## src/rtl/filter_out_stage.sv

```systemverilog
// filter_out_stage: decimates a Q16.16 sample stream, converts kept samples
// to saturated Q8.8 and buffers them in a small FIFO with valid/ready output.
// Optional build macro FILT_OUT_ROUND_EN: round half up before conversion
// (default build truncates and has no adder).
module filter_out_stage #(
    parameter int DEPTH = 4,
    parameter int CNT_W = 4
) (
    input  logic             clk,
    input  logic             rst,
    input  logic [31:0]      in,
    input  logic             in_valid,
    input  logic [CNT_W-1:0] decim,
    output logic [15:0]      out_data,
    output logic             out_valid,
    input  logic             out_ready,
    output logic             sat,
    output logic             ovf
);

    localparam int AW = (DEPTH > 1) ? $clog2(DEPTH) : 1;
    localparam logic signed [32:0] SAT_HI = 33'sd8388607;
    localparam logic signed [32:0] SAT_LO = -33'sd8388608;

    logic [CNT_W-1:0]  cnt;
    logic [AW-1:0]     wptr;
    logic [AW-1:0]     rptr;
    logic [AW:0]       count;
    logic [15:0]       mem [DEPTH];

    logic              keep;
    logic              push;
    logic              pop;
    logic              full;
    logic              wr;
    logic              clip;
    logic [15:0]       conv;
    logic signed [32:0] rnd;

`ifdef FILT_OUT_ROUND_EN
    // one extra bit so the rounding add cannot wrap near +full-scale
    assign rnd = $signed({in[31], in}) + 33'sd128;
`else
    assign rnd = $signed({in[31], in});
`endif

    assign keep      = (cnt >= decim);
    assign push      = in_valid && keep;
    assign out_valid = (count != '0);
    assign full      = (count == (AW+1)'(DEPTH));
    assign pop       = out_valid && out_ready;
    assign wr        = push && (!full || pop);
    assign out_data  = out_valid ? mem[rptr] : '0;

    // Q16.16 -> Q8.8 extraction with clipping to the Q8.8 range
    always_comb begin
        clip = 1'b0;
        conv = rnd[23:8];
        if (rnd > SAT_HI) begin
            conv = 16'h7FFF;
            clip = 1'b1;
        end else if (rnd < SAT_LO) begin
            conv = 16'h8000;
            clip = 1'b1;
        end
    end

    // decimation counter, FIFO pointers/occupancy and sticky status flags
    always_ff @(posedge clk or negedge rst) begin
        if (!rst) begin
            cnt   <= '0;
            wptr  <= '0;
            rptr  <= '0;
            count <= '0;
            sat   <= 1'b0;
            ovf   <= 1'b0;
        end else begin
            if (in_valid)
                cnt <= keep ? '0 : cnt + 1'b1;
            if (push && clip)
                sat <= 1'b1;
            if (push && full && !pop)
                ovf <= 1'b1;
            if (wr)
                wptr <= wptr + 1'b1;
            if (pop)
                rptr <= rptr + 1'b1;
            case ({wr, pop})
                2'b10:   count <= count + 1'b1;
                2'b01:   count <= count - 1'b1;
                default: count <= count;
            endcase
        end
    end

    // FIFO storage; stale entries are hidden by the occupancy gate on out_data
    always_ff @(posedge clk) begin
        if (wr)
            mem[wptr] <= conv;
    end

endmodule

```

## config.mk

```make
export PLATFORM = sky130hd
export DESIGN_NAME = filter_out_stage
export DESIGN_NICKNAME = d
export VERILOG_FILES = /design/src/rtl/filter_out_stage.sv
export SDC_FILE = /design/constraint.sdc
export NUM_CORES = 1
export LEC_CHECK = 0
export ABC_AREA = 1
export CELL_PAD_IN_SITES_DETAIL_PLACEMENT = 2
export CELL_PAD_IN_SITES_GLOBAL_PLACEMENT = 2
export CORE_MARGIN = 2
export CORE_UTILIZATION = 34
export CTS_CLUSTER_SIZE = 16
export DETAILED_ROUTE_END_ITERATION = 8
export PLACE_DENSITY = 0.8
export SLEW_MARGIN = 20
export SYNTH_ARGS = -nofsm -noshare
export SYNTH_HDL_FRONTEND = slang
export SYNTH_SLANG_ARGS = --single-unit
```

## constraint.sdc

```tcl
create_clock -name clk -period 3.4 [get_ports clk]
set_clock_uncertainty 0.2 [all_clocks]
set_input_delay 0.68 -clock clk [delete_from_list [all_inputs] [get_ports clk]]
set_output_delay 0.68 -clock clk [all_outputs]
set_load 0.005 [all_outputs]
```

After elaboration in Yosys (flattened, before gate mapping)
Memories as Yosys holds them, arrays and structs flattened.
Index checks and enable logic that the tools add are counted.
{"block": "totals", "ff_bits": 13, "mem_bits_rw": 64, "inputBits": 40, "output_inout_bits": 19, "wordCells": 38, "n_memories": 1}
{"memory": "mem", "words": 4, "width": 16, "read_ports": 1, "rd_ports_with_merged_regs": 0, "write_ports": 1, "line_no": "29", "source": "logic [15:0] mem [DEPTH];"}
{"block": "classes", "add_sub_neg": 5, "order_cmp": 3, "n_eq_ne": 3, "n_mux": 9, "reduce_logical": 11}
{"cell": "$mux 16", "count": 3}
{"cell": "$gt 32x24->1 const B", "count": 1}
{"cell": "$lt 32x24->1 const B", "count": 1}
{"cell": "$logic_and 1x1->1", "count": 6}
{"cell": "$pmux 3 s2", "count": 1}
{"cell": "$add 2x1->2 const B", "count": 2}
{"cell": "$add 4x1->4 const B", "count": 1}
{"cell": "$ge 4x4->1", "count": 1}
{"cell": "$mux 1", "count": 4}
{"cell": "$mux 4", "count": 1}
{"cell": "$add 3x1->3 const B", "count": 1}
{"cell": "$eq 3x3->1 const B", "count": 1}
{"cell": "$reduce_bool 3->1", "count": 1}
{"cell": "$sub 3x1->3 const B", "count": 1}
{"cell": "$eq 2x1->1 const B", "count": 1}
{"cell": "$eq 2x2->1 const B", "count": 1}
{"cell": "$logic_not 1->1", "count": 2}
{"cell": "$reduce_bool 2->1", "count": 1}
{"cell": "$logic_or 1x1->1", "count": 1}

Logic depth before layout (Yosys ltp)
{"block": "depth", "depth_word": 6, "ltp_mapped": 16}

Worst setup path before layout
Ideal clock, no wire load.
{"block": "synth_timing", "path_type": "input to register", "start": "input port decim[3]", "end": "memory mem[0][0], enable pin", "setup_ps": 389, "arrival_time_ps": 2195, "required_time_ps": 2811, "setup_slack_ps": 616, "path_stages": 10, "n_path_buf": 0, "path_cell_list": "inv_1 -> ha_1 -> nand2_1 -> inv_1 -> nand2_1 -> nand3_2 -> nand2_4 -> inv_2 -> nand2_4 -> nor2_1"}
{"block": "synth_via", "elab_chain_cells": 5}
{"item": "start, declared", "line_no": "13", "source": "input logic [CNT_W-1:0] decim,"}
{"item": "$ge 4x4->1", "line_no": "47", "source": "assign keep = (cnt >= decim);"}
{"item": "$logic_and 1x1->1", "line_no": "48", "source": "assign push = in_valid && keep;"}
{"item": "$logic_and 1x1->1", "line_no": "52", "source": "assign wr = push && (!full || pop);"}
{"item": "$mux 1", "line_no": "98", "source": "if (wr)"}
{"item": "$mux 1 (implied by the code)", "line_no": "99", "source": "mem[wptr] <= conv;"}
{"item": "end, declared", "line_no": "29"}
Every way passes these cells.

Final worst setup path
{"block": "layout_timing", "start": "register rptr[0]", "end": "output port out_data[13]"}
{"block": "layout_via", "elab_chain_cells": 2}
{"item": "start, declared", "line_no": "27", "source": "logic [AW-1:0] rptr;"}
{"item": "start signal, assigned", "line_no": "87", "source": "rptr <= rptr + 1'b1;"}
{"item": "$mem_v2 4x16"}
{"item": "$mux 16", "line_no": "53", "source": "assign out_data = out_valid ? mem[rptr] : '0;"}
{"item": "end, declared", "line_no": "14", "source": "output logic [15:0] out_data,"}
Every way passes these cells.

==> results.txt <==
The core occupancy in the finished layout is 44.60%. The number of antenna violations at the first check in global routing came out at 0. The worst hold path begins at sat.

Clock tree synthesis inserted a total of 9 buffers. Per report_power, the combinational group accounts for 41.4% of the total. The first routing iteration left 66 violations. For the row count, the log shows 36. Registers are responsible for 36.2% of the overall power. The tools report the total global-route track usage as 19.56%. Worst-case hold path end point: sat. Summing over every cut layer, the via total after detailed routing is 2593.

The total DRC errors in the routed layout came out at 0. Number of setup violations in the final report: 0. The detail-routed net length per standard cell is 19.27 um, and the register-to-register setup slack is 960 ps.

The total congestion overflow was 0; the power density over the cells was 795.2 mW/mm^2. The number of cells traversed by the worst register-to-register path is 10, and the clock transition time at the flip-flop clock pins of the worst setup and hold paths is 80 ps. Cell internal power was estimated by the tool at 2230 uW. The logs give 328 for the post-synthesis instance total and 0.01108 sq mm for the full die area. The core region area was 0.009864 sq mm. The number of antenna diodes in the final layout is 0.

The share of post-route cells with drive strength above 1 was 11.22%. The flow ran to the end, and the final reports show no timing, DRC or antenna violations. For the post-synthesis instance area, the log shows 0.003487 sq mm. TritonCTS built the clock tree.

The weighted congestion at the end of routability-driven global placement came out at 0.7340. The transition time of the tightest slew-check pin was 674.8 ps; the via count of the first global-routing pass was 2984. After the last flow step, the layout net total stands at 437. The height of the die was 105.3 um. The tree is rooted in a clkbuf_8.

In this run the power spent charging and discharging nets is 1269 uW. The largest vdd supply drop is 0.3068 mV, and the number of maximum-capacitance violations is 0. The tools report the peak clock frequency supported by timing as 318.3 MHz.

Using the TritonRoute via totals, the vias-per-cell ratio works out to 4.939. The total wire length after detailed routing is 10120 um, and the area share of the leading cell type in the synthesized netlist is 55.11%. The number of fill cells in the layout came out at 1038. The data required time at the worst endpoint came out at 2520 ps. Setup total negative slack on the finished layout was measured at 0 ps.

Of the total power, the share spent switching nets is 36.27%. For the finished layout, the period the worst path requires is 3142 ps. Averaged over all synthesized cells, the footprint is 10.63 sq um. First-pass GRT wire length: 16140 um. The number of standard cells in the final layout excluding fillers is 525. The number of cells on the worst hold path was 2; the number of synthesized register bits was 77. By area the synthesized netlist is led by edfxtp_1 55%, dfrtp_1 9.3%, nor2_1 8.2%.

The startpoint of the lowest-slack register-to-register path is cnt[3]. The pin count of the biggest net entering global routing was 34. The final period utilization came out at 92.41%. The maximum clock path buffer count is 2, and the floorplan die width is 105.3 um. Setup repair after global routing left no endpoint under its margin. The clock network is responsible for 22.4% of the overall power. In this run the static leakage power is 0.001700 uW.

The clock sink count is 77, and the part of the Yosys area used for sequential elements is 64.44%. Counting distinct cell types in the post-synthesis netlist gives 30. After clock tree synthesis, the flow added hold-fix buffers numbering 0. The count of input and output buffers came out at 50.

The worst setup path is of the reg2out kind. The net count after synthesis is 378, and the maximum fanout along the worst path is 33. The tools report the critical path capture point type as a primary output. The total number of H-tree levels was 3.

Headroom to the max-slew limit came out at 54.87%. Path class of the lowest-slack min-delay path: reg2reg. After detailed placement, the design holds a cell count of 509. In this run the critical register-to-register path is captured at mem[2][5]. The count of synthesis-stage warnings from yosys was 0. Post-CTS repair changed the size of 0 cells. During I/O placement, the number of pins put on the boundary was 59.

For this configuration, the core starts out at a cell density of 35.35%. The placed wire-length estimate after detailed placement was 6846 um. Library cell occupying the most area in the post-synthesis netlist: edfxtp_1. Relative to the synthesized area, the layout overhead comes to 26.16%. Once the clock tree was built, the setup fixing pass inserted 0 buffers. The total count of max-transition violations in the final report was 0; the remaining number of nets flagged by the antenna check after routing was 0.

The run gives 4 as the detailed-routing iteration count for the pre-antenna-repair pass. The worst setup path is launched from a flop. The tools report the hold violation total from the final report as 0. For the worst setup path, the data arrival time is 2260 ps. The tools report the clock insertion delay at the later pin of the skew report as 360 ps.
==> registers in the layout (all words and copies together), names as in the netlist <==
| signal | cells |
|---|---|
| cnt | 4 |
| count | 3 |
| mem | 64 |
| sat | 1 |
| rptr | 2 |
| wptr | 2 |
| ovf | 1 |
==> layout make-up <==
type | instances | area [sq um] | share of cell area [%]
clock buffer | 10 | 127.6 | 2.901
clock inverter | 6 | 93.84 | 2.133
inverter | 25 | 93.84 | 2.133
multi-input combinational | 211 | 1060 | 24.09
sequential | 77 | 2247 | 51.08
tap | 133 | 166.4 | 3.783
timing repair buffer | 63 | 610.6 | 13.88
==> cell usage in the layout, fill, tap and decap left out, drive strengths merged, types with 2 or more instances in the layout <==
cell	count
a21oi	20
buf	13
bufinv	2
clkbuf	10
clkdlybuf4s50	50
dfrtp	13
edfxtp	64
ha	9
inv	27
nand2	53
nand3	2
nand4	5
nor2	77
nor4	2
o21ai	34
xor2	4
==> Yosys cell counts, drive strengths merged <==
cell,count
nor2,77
clkbuf,5
nand4,5
ha,9
or2,1
nor4,2
edfxtp,64
o21bai,1
inv,25
nand2,53
dfrtp,13
nand3,2
o22ai,1
a21oi,20
buf,10
a21o,1
xor2,4
o21ai,34
fa,1
==> critical path, stage by stage (launching register included) <==
cell	delay, ps
dfrtp_1	410
inv_2	410
o21ai_0	240
a21oi_1	270
clkdlybuf4s50_1	550
==> power groups by stage <==
stage	combinational (uW)	clock, uW	sequential, uW
floorplan	813	0	1240
global placement	1350	0	1280
detailed placement	1450	0	1290
CTS	1490	799	1270
global route	1620	837	1280
finish	1450	783	1270
==> worst max-delay path by stage <==
| stage | startpoint | to | slack, ps | depth (start not counted) |
|---|---|---|---|---|
| floorplan | decim[3] | mem[0][0] | 620 | 10 |
| global placement | decim[3] | mem[2][6] | 310 | 12 |
| detailed placement | decim[3] | mem[2][6] | 200 | 12 |
| CTS | rptr[0] | out_data[13] | 230 | 4 |
| global route | rptr[0] | out_data[13] | 130 | 4 |
| finish | rptr[0] | out_data[13] | 260 | 4 |
==> per-stage QoR <==
| step | total power (uW) | worst slack [ps] | instance area, sq um | hold WS [ps] |
|---|---|---|---|---|
| 3_5_place_dp | 2741 | 197.0 | 4178 | 292.3 |
| 2_1_floorplan | 2055 | 616.1 | 3487 | 184.4 |
| 4_1_cts | 3552 | 225.9 | 4399 | 320.1 |
| 6_report | 3498 | 257.9 | 4399 | 317.1 |
| 3_3_place_gp | 2631 | 309.4 | 4178 | 268.7 |
| 5_1_grt | 3744 | 132.6 | 4399 | 344.0 |
==> cell families after synthesis <==
kind of cell,Yosys count,synth area share (%)
AND/OR/NAND/NOR,140,16.97
flip-flops,77,64.44
AO/OA/AOI/OAI,57,8.611
buffers and inverters,40,5.167
adder cells (fa/ha/maj),10,3.803
XOR/XNOR,4,1.005
==> routing by layer <==
metal  global-route usage, %  wire length, um  vias to the layer above
li1                        -                -                     1218
met1                   23.08             4186                     1307
met2                   35.35             5427                       51
met3                   3.278              313                       17
met4                   7.619              190                        0
met5                       0                0                        -
Power figures use the tool's default switching activity.
